File: src/rtl/ps2tx.sv
// PS/2 host-to-device transmitter.
// The host pulls the clock line low for a request-to-send period. It then
// releases the clock and shifts out start, 8 data bits (LSB first), odd
// parity and stop, changing data only after each device clock fall. It
// samples the device ACK and watches for a stalled device clock.
//
// Handshake: wr_ps2 is a one-cycle request. It is accepted only while
// tx_idle = 1 and is dropped otherwise. Each frame ends with exactly one of
// tx_done_tick or tx_err_tick; a reset mid-frame ends it with neither.
module ps2tx #(
  parameter int RTS_CYCLES     = 12000,
  parameter int DLOW_CYCLES    = 200,
  parameter int TIMEOUT_CYCLES = 200000
) (
  input  logic       clk,
  input  logic       reset,
  input  logic       wr_ps2,
  input  logic [7:0] din,
  input  logic       ps2c_in,
  input  logic       ps2d_in,
  output logic       ps2c_pull_low,
  output logic       ps2d_pull_low,
  output logic       tx_idle,
  output logic       tx_done_tick,
  output logic       tx_err_tick,
  output logic [2:0] fsm_state
);

  localparam int CW = (RTS_CYCLES > 1) ? $clog2(RTS_CYCLES) : 1;
  localparam int WW = $clog2(TIMEOUT_CYCLES + 1);
  localparam logic [CW-1:0] RTS_LOAD = CW'(RTS_CYCLES - 1);
  localparam logic [CW-1:0] DLOW_V   = CW'(DLOW_CYCLES);
  localparam logic [WW-1:0] WD_LAST  = WW'(TIMEOUT_CYCLES - 1);

  typedef enum logic [2:0] {
    IDLE  = 3'd0,
    RTS   = 3'd1,
    START = 3'd2,
    DATA  = 3'd3,
    STOP  = 3'd4,
    ACK   = 3'd5
  } state_t;

  state_t        state;
  logic [7:0]    filt;
  logic          filt_val;
  logic          filt_next;
  logic          fall;
  logic [8:0]    frame;
  logic [3:0]    bit_cnt;
  logic [CW-1:0] cnt;
  logic [WW-1:0] wdog;

  assign tx_idle   = (state == IDLE);
  assign fsm_state = state;

  // Filtered clock level: changes only once all eight samples agree.
  always_comb begin
    filt_next = filt_val;
    if (filt == 8'hFF)
      filt_next = 1'b1;
    else if (filt == 8'h00)
      filt_next = 1'b0;
  end

  // Clock line sampling shift register and registered fall detection.
  always_ff @(posedge clk or negedge reset) begin
    if (!reset) begin
      filt     <= 8'hFF;
      filt_val <= 1'b1;
      fall     <= 1'b0;
    end else begin
      filt     <= {ps2c_in, filt[7:1]};
      filt_val <= filt_next;
      fall     <= filt_val & ~filt_next;
    end
  end

  // Frame sequencer with request-to-send timer and device-clock watchdog.
  always_ff @(posedge clk or negedge reset) begin
    if (!reset) begin
      state         <= IDLE;
      ps2c_pull_low <= 1'b0;
      ps2d_pull_low <= 1'b0;
      tx_done_tick  <= 1'b0;
      tx_err_tick   <= 1'b0;
      frame         <= '1;
      bit_cnt       <= '0;
      cnt           <= '0;
      wdog          <= '0;
    end else begin
      tx_done_tick <= 1'b0;
      tx_err_tick  <= 1'b0;
      case (state)
        IDLE: begin
          ps2c_pull_low <= 1'b0;
          ps2d_pull_low <= 1'b0;
          // A fall in the same cycle is irrelevant here: IDLE ignores falls.
          if (wr_ps2) begin
            frame         <= {~^din, din};
            cnt           <= RTS_LOAD;
            ps2c_pull_low <= 1'b1;
            ps2d_pull_low <= (RTS_LOAD < DLOW_V);
            state         <= RTS;
          end
        end
        RTS: begin
          if (cnt == '0) begin
            ps2c_pull_low <= 1'b0;
            ps2d_pull_low <= 1'b1;
            wdog          <= '0;
            state         <= START;
          end else begin
            cnt           <= cnt - CW'(1);
            ps2d_pull_low <= ((cnt - CW'(1)) < DLOW_V);
          end
        end
        START, DATA, STOP, ACK: begin
          if (fall) begin
            wdog <= '0;
            case (state)
              START: begin
                ps2d_pull_low <= ~frame[0];
                bit_cnt       <= 4'd8;
                state         <= DATA;
              end
              DATA: begin
                if (bit_cnt == 4'd0) begin
                  ps2d_pull_low <= 1'b0;
                  state         <= STOP;
                end else begin
                  frame         <= {1'b1, frame[8:1]};
                  ps2d_pull_low <= ~frame[1];
                  bit_cnt       <= bit_cnt - 4'd1;
                end
              end
              STOP: begin
                ps2d_pull_low <= 1'b0;
                state         <= ACK;
              end
              ACK: begin
                if (ps2d_in)
                  tx_err_tick <= 1'b1;
                else
                  tx_done_tick <= 1'b1;
                state <= IDLE;
              end
              default: state <= IDLE;
            endcase
          end else if (wdog == WD_LAST) begin
            // Device clock stalled: give the bus back and report.
            tx_err_tick   <= 1'b1;
            ps2c_pull_low <= 1'b0;
            ps2d_pull_low <= 1'b0;
            state         <= IDLE;
          end else begin
            wdog <= wdog + WW'(1);
          end
        end
        default: begin
          ps2c_pull_low <= 1'b0;
          ps2d_pull_low <= 1'b0;
          state         <= IDLE;
        end
      endcase
    end
  end

endmodule

File: config.mk
export PLATFORM = sky130hd
export DESIGN_NAME = ps2tx
export DESIGN_NICKNAME = d
export VERILOG_FILES = /design/src/rtl/ps2tx.sv
export SDC_FILE = /design/constraint.sdc
export NUM_CORES = 1
export LEC_CHECK = 0
export CORE_MARGIN = 2
export CORE_UTILIZATION = 25
export DETAILED_ROUTE_END_ITERATION = 10
export GPL_TIMING_DRIVEN = 1
export HOLD_SLACK_MARGIN = 0.02
export SKIP_CTS_REPAIR_TIMING = 1
export SLEW_MARGIN = 20
export SYNTH_ARGS = -nofsm -noshare
export SYNTH_HDL_FRONTEND = slang
export SYNTH_SLANG_ARGS = --single-unit
File: constraint.sdc
create_clock -name clk -period 2.95 [get_ports clk]
set_clock_uncertainty 0.15 [all_clocks]
set_input_delay 0.4425 -clock clk [delete_from_list [all_inputs] [get_ports clk]]
set_output_delay 0.4425 -clock clk [all_outputs]
set_load 0.05 [all_outputs]
# Word level (Yosys, flattened, before mapping)
# Index checks and enable logic that the tools add are counted.
[totals]
register_bits = 62
in_bits = 13
out_inout_bits = 8
wordCells = 99
[classes]
n_addsub = 3
n_lt_le_gt_ge = 1
eq_ne = 20
n_mux = 42
bitwise_logic = 4
n_reduce_logical = 17
[op_table]
columns = ["op", "n"]
rows = [
  ["18-bit two-way mux", 3],
  ["9-bit two-way mux", 4],
  ["18-bit one-hot mux with 2 select lines", 1],
  ["14-bit two-way mux", 2],
  ["14-bit one-hot mux with 2 select lines", 1],
  ["18-bit by 1-bit adder with 18-bit output, second input constant", 1],
  ["18-bit == test, second input constant", 1],
  ["1-bit two-way mux", 18],
  ["2-bit != test, second input constant", 9],
  ["3-bit one-hot mux with 3 select lines", 2],
  ["9-bit one-hot mux with 2 select lines", 1],
  ["3-bit two-way mux", 5],
  ["14-bit zero test", 1],
  ["14-bit by 8-bit < comparator with 1-bit output, second input constant", 1],
  ["14-bit by 1-bit subtractor with 14-bit output, second input constant", 1],
  ["3-bit AND reduction", 3],
  ["8-bit == test, second input constant", 1],
  ["8-bit zero test", 1],
  ["4-bit one-hot mux with 2 select lines", 1],
  ["4-bit AND reduction", 2],
  ["2-bit nonzero test", 4],
  ["8-bit XNOR reduction", 1],
  ["3-bit by 2-bit == test with 1-bit output, second input constant", 2],
  ["3-bit == test, second input constant", 2],
  ["other kinds (15)", 19],
]

# Depth between registers and ports, before layout
[logic_depth]
ltp_word = 5
depth_mapped = 8
mapped_depth_nobuf = 7

# Worst setup path before layout
# No wires, ideal clock.
[synth_path]
path_kind = "reg-to-reg"
start = "register state[2], in the netlist fsm_state[2]"
end = "register frame[8]"
setup_ns = 0.082
t_arrival_ns = 3.113
required_ns = 2.718
path_slack_ns = -0.395
path_stages_with_launch = 8
n_path_buf = 3
cell_sequence = "dfrtp_1 > clkbuf_1 > nor3_1 > and2_1 > clkbuf_1 > a21oi_1 > clkbuf_1 > a22oi_1"
[synth_via]
elab_cells_between_ends = 13
cone_classes = "eq/ne: 8; mux: 1; reduce/logical: 4"
[synth_rtl]
columns = ["element", "line_no", "rtl"]
rows = [
  ["start, declared", "44", "state_t state;"],
  ["start signal, assigned", "82", "state <= IDLE;"],
  ["start signal, assigned", "104", "state <= RTS;"],
  ["start signal, assigned", "112", "state <= START;"],
  ["3-bit zero test *", "n/a", ""],
  ["named net tx_idle", "23", "output logic tx_idle,"],
  ["2-bit != test (no line) / 2-bit nonzero test (equally long branches)", "n/a", ""],
  ["5-bit AND reduction (no line)", "n/a", ""],
  ["end signal, assigned", "100", "frame <= {~^din, din};"],
  ["end signal, assigned", "132", "frame <= {1'b1, frame[8:1]};"],
  ["end, declared", "49", "logic [8:0] frame;"],
]
# The timed path passes the listed nets; every way through them passes the cells marked *.
# A chain may end at the register's enable or synchronous reset.

# Worst setup path after layout
[layout_path]
start = "register cnt[0]"
end = "register state[2], in the netlist fsm_state[2]"
[layout_via]
elab_chain_cells = 3
[layout_rtl]
columns = ["element", "line_no", "rtl"]
rows = [
  ["start, declared", "51", "logic [CW-1:0] cnt;"],
  ["start signal, assigned", "114", "cnt <= cnt - CW'(1);"],
  ["14-bit zero test", "108", "if (cnt == '0) begin"],
  ["2-bit != test (no line)", "n/a", ""],
  ["4-bit AND reduction (no line)", "n/a", ""],
  ["end signal, assigned", "104", ""],
  ["end signal, assigned", "112", ""],
  ["end signal, assigned", "125", "state <= DATA;"],
]
# No other way between the ends.

==> metrics <==
sort of element at the end of the critical path=flip-flop; highest-utilization routing layer at the global route stage=met2; clock tree root buffer cell=clkbuf_16; initial antenna violation count=0; Seq cells post-synth=62; arrival time reported for the critical path endpoint=roughly 2.7 ns; IR drop worst, VDD=approximately 330 uV; max frequency=0.377 GHz; combinational power share=0.031; post-layout minimum cycle time=approximately 2.7 ns; Sum Neg Setup Slack=0 ns; Main synth FF type=dfrtp_1; effective utilization at floorplan=0.255; largest net degree at the start of global routing=34; number of instances in the synthesized netlist=387; crit path kind=flip-flop to flip-flop; setup violation total in the final timing report=0; share of flip-flops with an asynchronous set or reset after synthesis=1.00; total of max-cap violations=0; net load switching power=0.000409 W; Die Height=123 um; status=finished clean; share of synthesized area occupied by flip-flops and latches=0.445; floorplan die area=roughly 15000 um^2; most instantiated cells after synthesis=dfrtp_1, nand2_1, nor2_1; H-Tree Level Count=3; Switching Fraction=0.207; Worst-Skew Late Latency=0.33 ns; IO Port Bufs=20; number of hold violations in the final report=0; number of DRC markers after the initial detailed-route iteration=150; dominant cell by count in the synthesized netlist=dfrtp_1; design internal power=0.00157 W; clock power share=0.530; number of enable-type register cells in the synthesized netlist=0; detailed-route vias per instance=5.09; crit-path max FO=10; met3 routing resource usage after global routing=0.0277; Slew @ Worst Pin=between 0.7 and 0.8 ns; via count=slightly above 3000; clock sink total=62; Filler Cell Count=1440; Net Count, Synth=404; Top Ports=21; setup repair after global routing missed its margin=no; wire length of the first global-routing pass=14400 um; Syn. warnings=0; GRT met1 Usage=0.168; remaining max-slew budget at the tightest pin=0.479; post-synth design cell area=3540 um^2; area added between synthesis and finish=21.8%; final core area utilization=0.311; combined global-route utilization of all metal layers=0.119; part of the power in registers=0.439; syn avg cell area=9.15 um^2; via count of the first global-routing pass=approximately 2900; startpoint type of the worst setup path=flip-flop; clock slew seen by the registers of the worst setup and hold paths=0.06 ns; CP Data Required Time=between 3 and 4 ns; DPL Wire Length=approximately 6000 um; average wire per cell in the routed design=around 14 um; final RePlAce weighted congestion=0.911; number of buffers created by CTS=9; Yosys top cell by area=dfrtp_1; TritonCTS clock tree=yes; worst hold-check path type=input port to asynchronous set/reset pin; total instance count after detailed placement=584; GR Overflow Total=0; number of nets at the end of the flow=around 430; Register-to-Register Path Depth=7; post-synthesis cell type count=61; max-slew violation count=0; floorplan core area=13900 um^2; fraction of layout cells with a size suffix above 1=0.157; biggest area contributors in the synthesized netlist=dfrtp_1, dfstp_2, mux2i_1; detailed-router iteration count before antenna repair=5; drc violations=0; non-filler cells in the finished layout=600; Cell Pwr Density=458 nW/um^2; Die Width=123 um; share of the synthesized area in the top cell type=0.311; maximum clock path buffer count=2; remaining antenna violation count=0; LEAKAGE=1.74 nW; Final Routed Wirelength=8530 um; number of antenna cells inserted=0; placement row count=43; final clock period utilization by the worst path=0.899; routing usage on met2=0.177
-- worst paths after layout --
path | start | endpoint | slack (ns)
hold reg to reg | filt[4] | filt[3] | 0.22
setup / recovery | cnt[0] | fsm_state[2] | 0.30
hold / removal | reset | wdog[10] | 0.05
max in group asynchronous | reset | filt[7] | 1.91
min in group clk | filt[4] | filt[3] | 0.22
setup reg to reg | cnt[0] | fsm_state[2] | 0.30
-- placed cells by master (no fill, tap or decap), types with 3 or more instances in the layout --
cell type        Yosys  final
dfstp_2             18     18
or3_1                4      4
and3_1               3      3
dfrtp_1             44     44
nor3_1              16     15
nand3_1             15     15
a21oi_1             24     23
nor2_1              31     31
o22ai_1              3      3
clkdlybuf4s50_1      0     19
o31ai_1              9      9
a31oi_1             12     12
and2_1               3      3
a22oi_1              4      4
a21o_1               5      5
nand2_1             32     32
a41oi_1              3      3
nor4_1               9      9
a22o_1               3      3
a211o_1              3      3
mux2i_1             17     17
clkbuf_16            0      9
inv_1               17     17
or2_2                4      4
buf_4                1     15
xnor2_1              9      9
nand4_1              7      7
o21ai_0             27     27
nand2b_1             4      4
nand3b_1             4      4
ha_1                 4      4
-- worst max-delay path, cell delays in order (launching register included) --
cell and delay [ns]:
dfrtp_1 0.43, inv_1 0.08, ha_1 0.23, nand2b_1 0.19
nor3_2 0.38, a31oi_2 0.31, or3_4 0.47, a211o_1 0.30
-- final cells by class --
| type | instances | area, um^2 | share of cell area |
|---|---|---|---|
| multi-input combinational | 289 | 1830 | 0.424 |
| sequential | 62 | 1570 | 0.365 |
| timing repair buffer | 36 | 328 | 0.0761 |
| clock buffer | 12 | 246 | 0.0572 |
| tap | 180 | 225 | 0.0522 |
| inverter | 17 | 63.8 | 0.0148 |
| clock inverter | 4 | 47.5 | 0.0110 |
-- routing by layer --
layer	vias to the layer above	wire (um)
li1	1492	-
met1	1465	4020
met2	84	3940
met3	14	452
met4	0	123
met5	-	0
-- per-stage QoR --
| step | power (W) | setup WS, ns | hold WS [ns] | cell area (um^2) |
|---|---|---|---|---|
| CTS | 0.00200 | 0.304 | 0.0780 | 4310 |
| finish | 0.00198 | 0.297 | 0.0479 | 4310 |
| detailed placement | 0.000944 | 0.403 | 0.212 | 4010 |
| floorplan | 0.000899 | 0.126 | -0.00309 | 3540 |
| global placement | 0.000943 | 0.458 | 0.210 | 4010 |
| global route | 0.00204 | 0.0917 | 0.116 | 4310 |
-- power groups by stage --
stage	combinational [W]	sequential (W)	clock, W
6_report	0.0000611	0.000866	0.00105
5_1_grt	0.0000679	0.000867	0.00111
4_1_cts	0.0000636	0.000866	0.00107
3_5_place_dp	0.0000632	0.000880	0
3_3_place_gp	0.0000626	0.000880	0
2_1_floorplan	0.0000202	0.000879	0
-- logic make-up (layout without fill, tap and decap cells) --
group,after synthesis,count (layout),share of synthesized area
buffers and inverters,36,69,0.0421
adder cells (fa/ha/maj),4,4,0.0141
XOR/XNOR,11,11,0.0272
multiplexers,17,17,0.0481
flip-flops,62,62,0.445
AO/OA/AOI/OAI,110,110,0.202
AND/OR/NAND/NOR,147,147,0.222
-- flip-flops by register name, indices dropped and copies added (netlist names) --
signal and flops:
fsm_state 3, frame 9, filt 8, fall 1, ps2c_pull_low 1, filt_val 1, tx_err_tick 1, bit_cnt 4
cnt 14, wdog 18, ps2d_pull_low 1, tx_done_tick 1
Note: power is estimated with default switching activity, not from simulation.
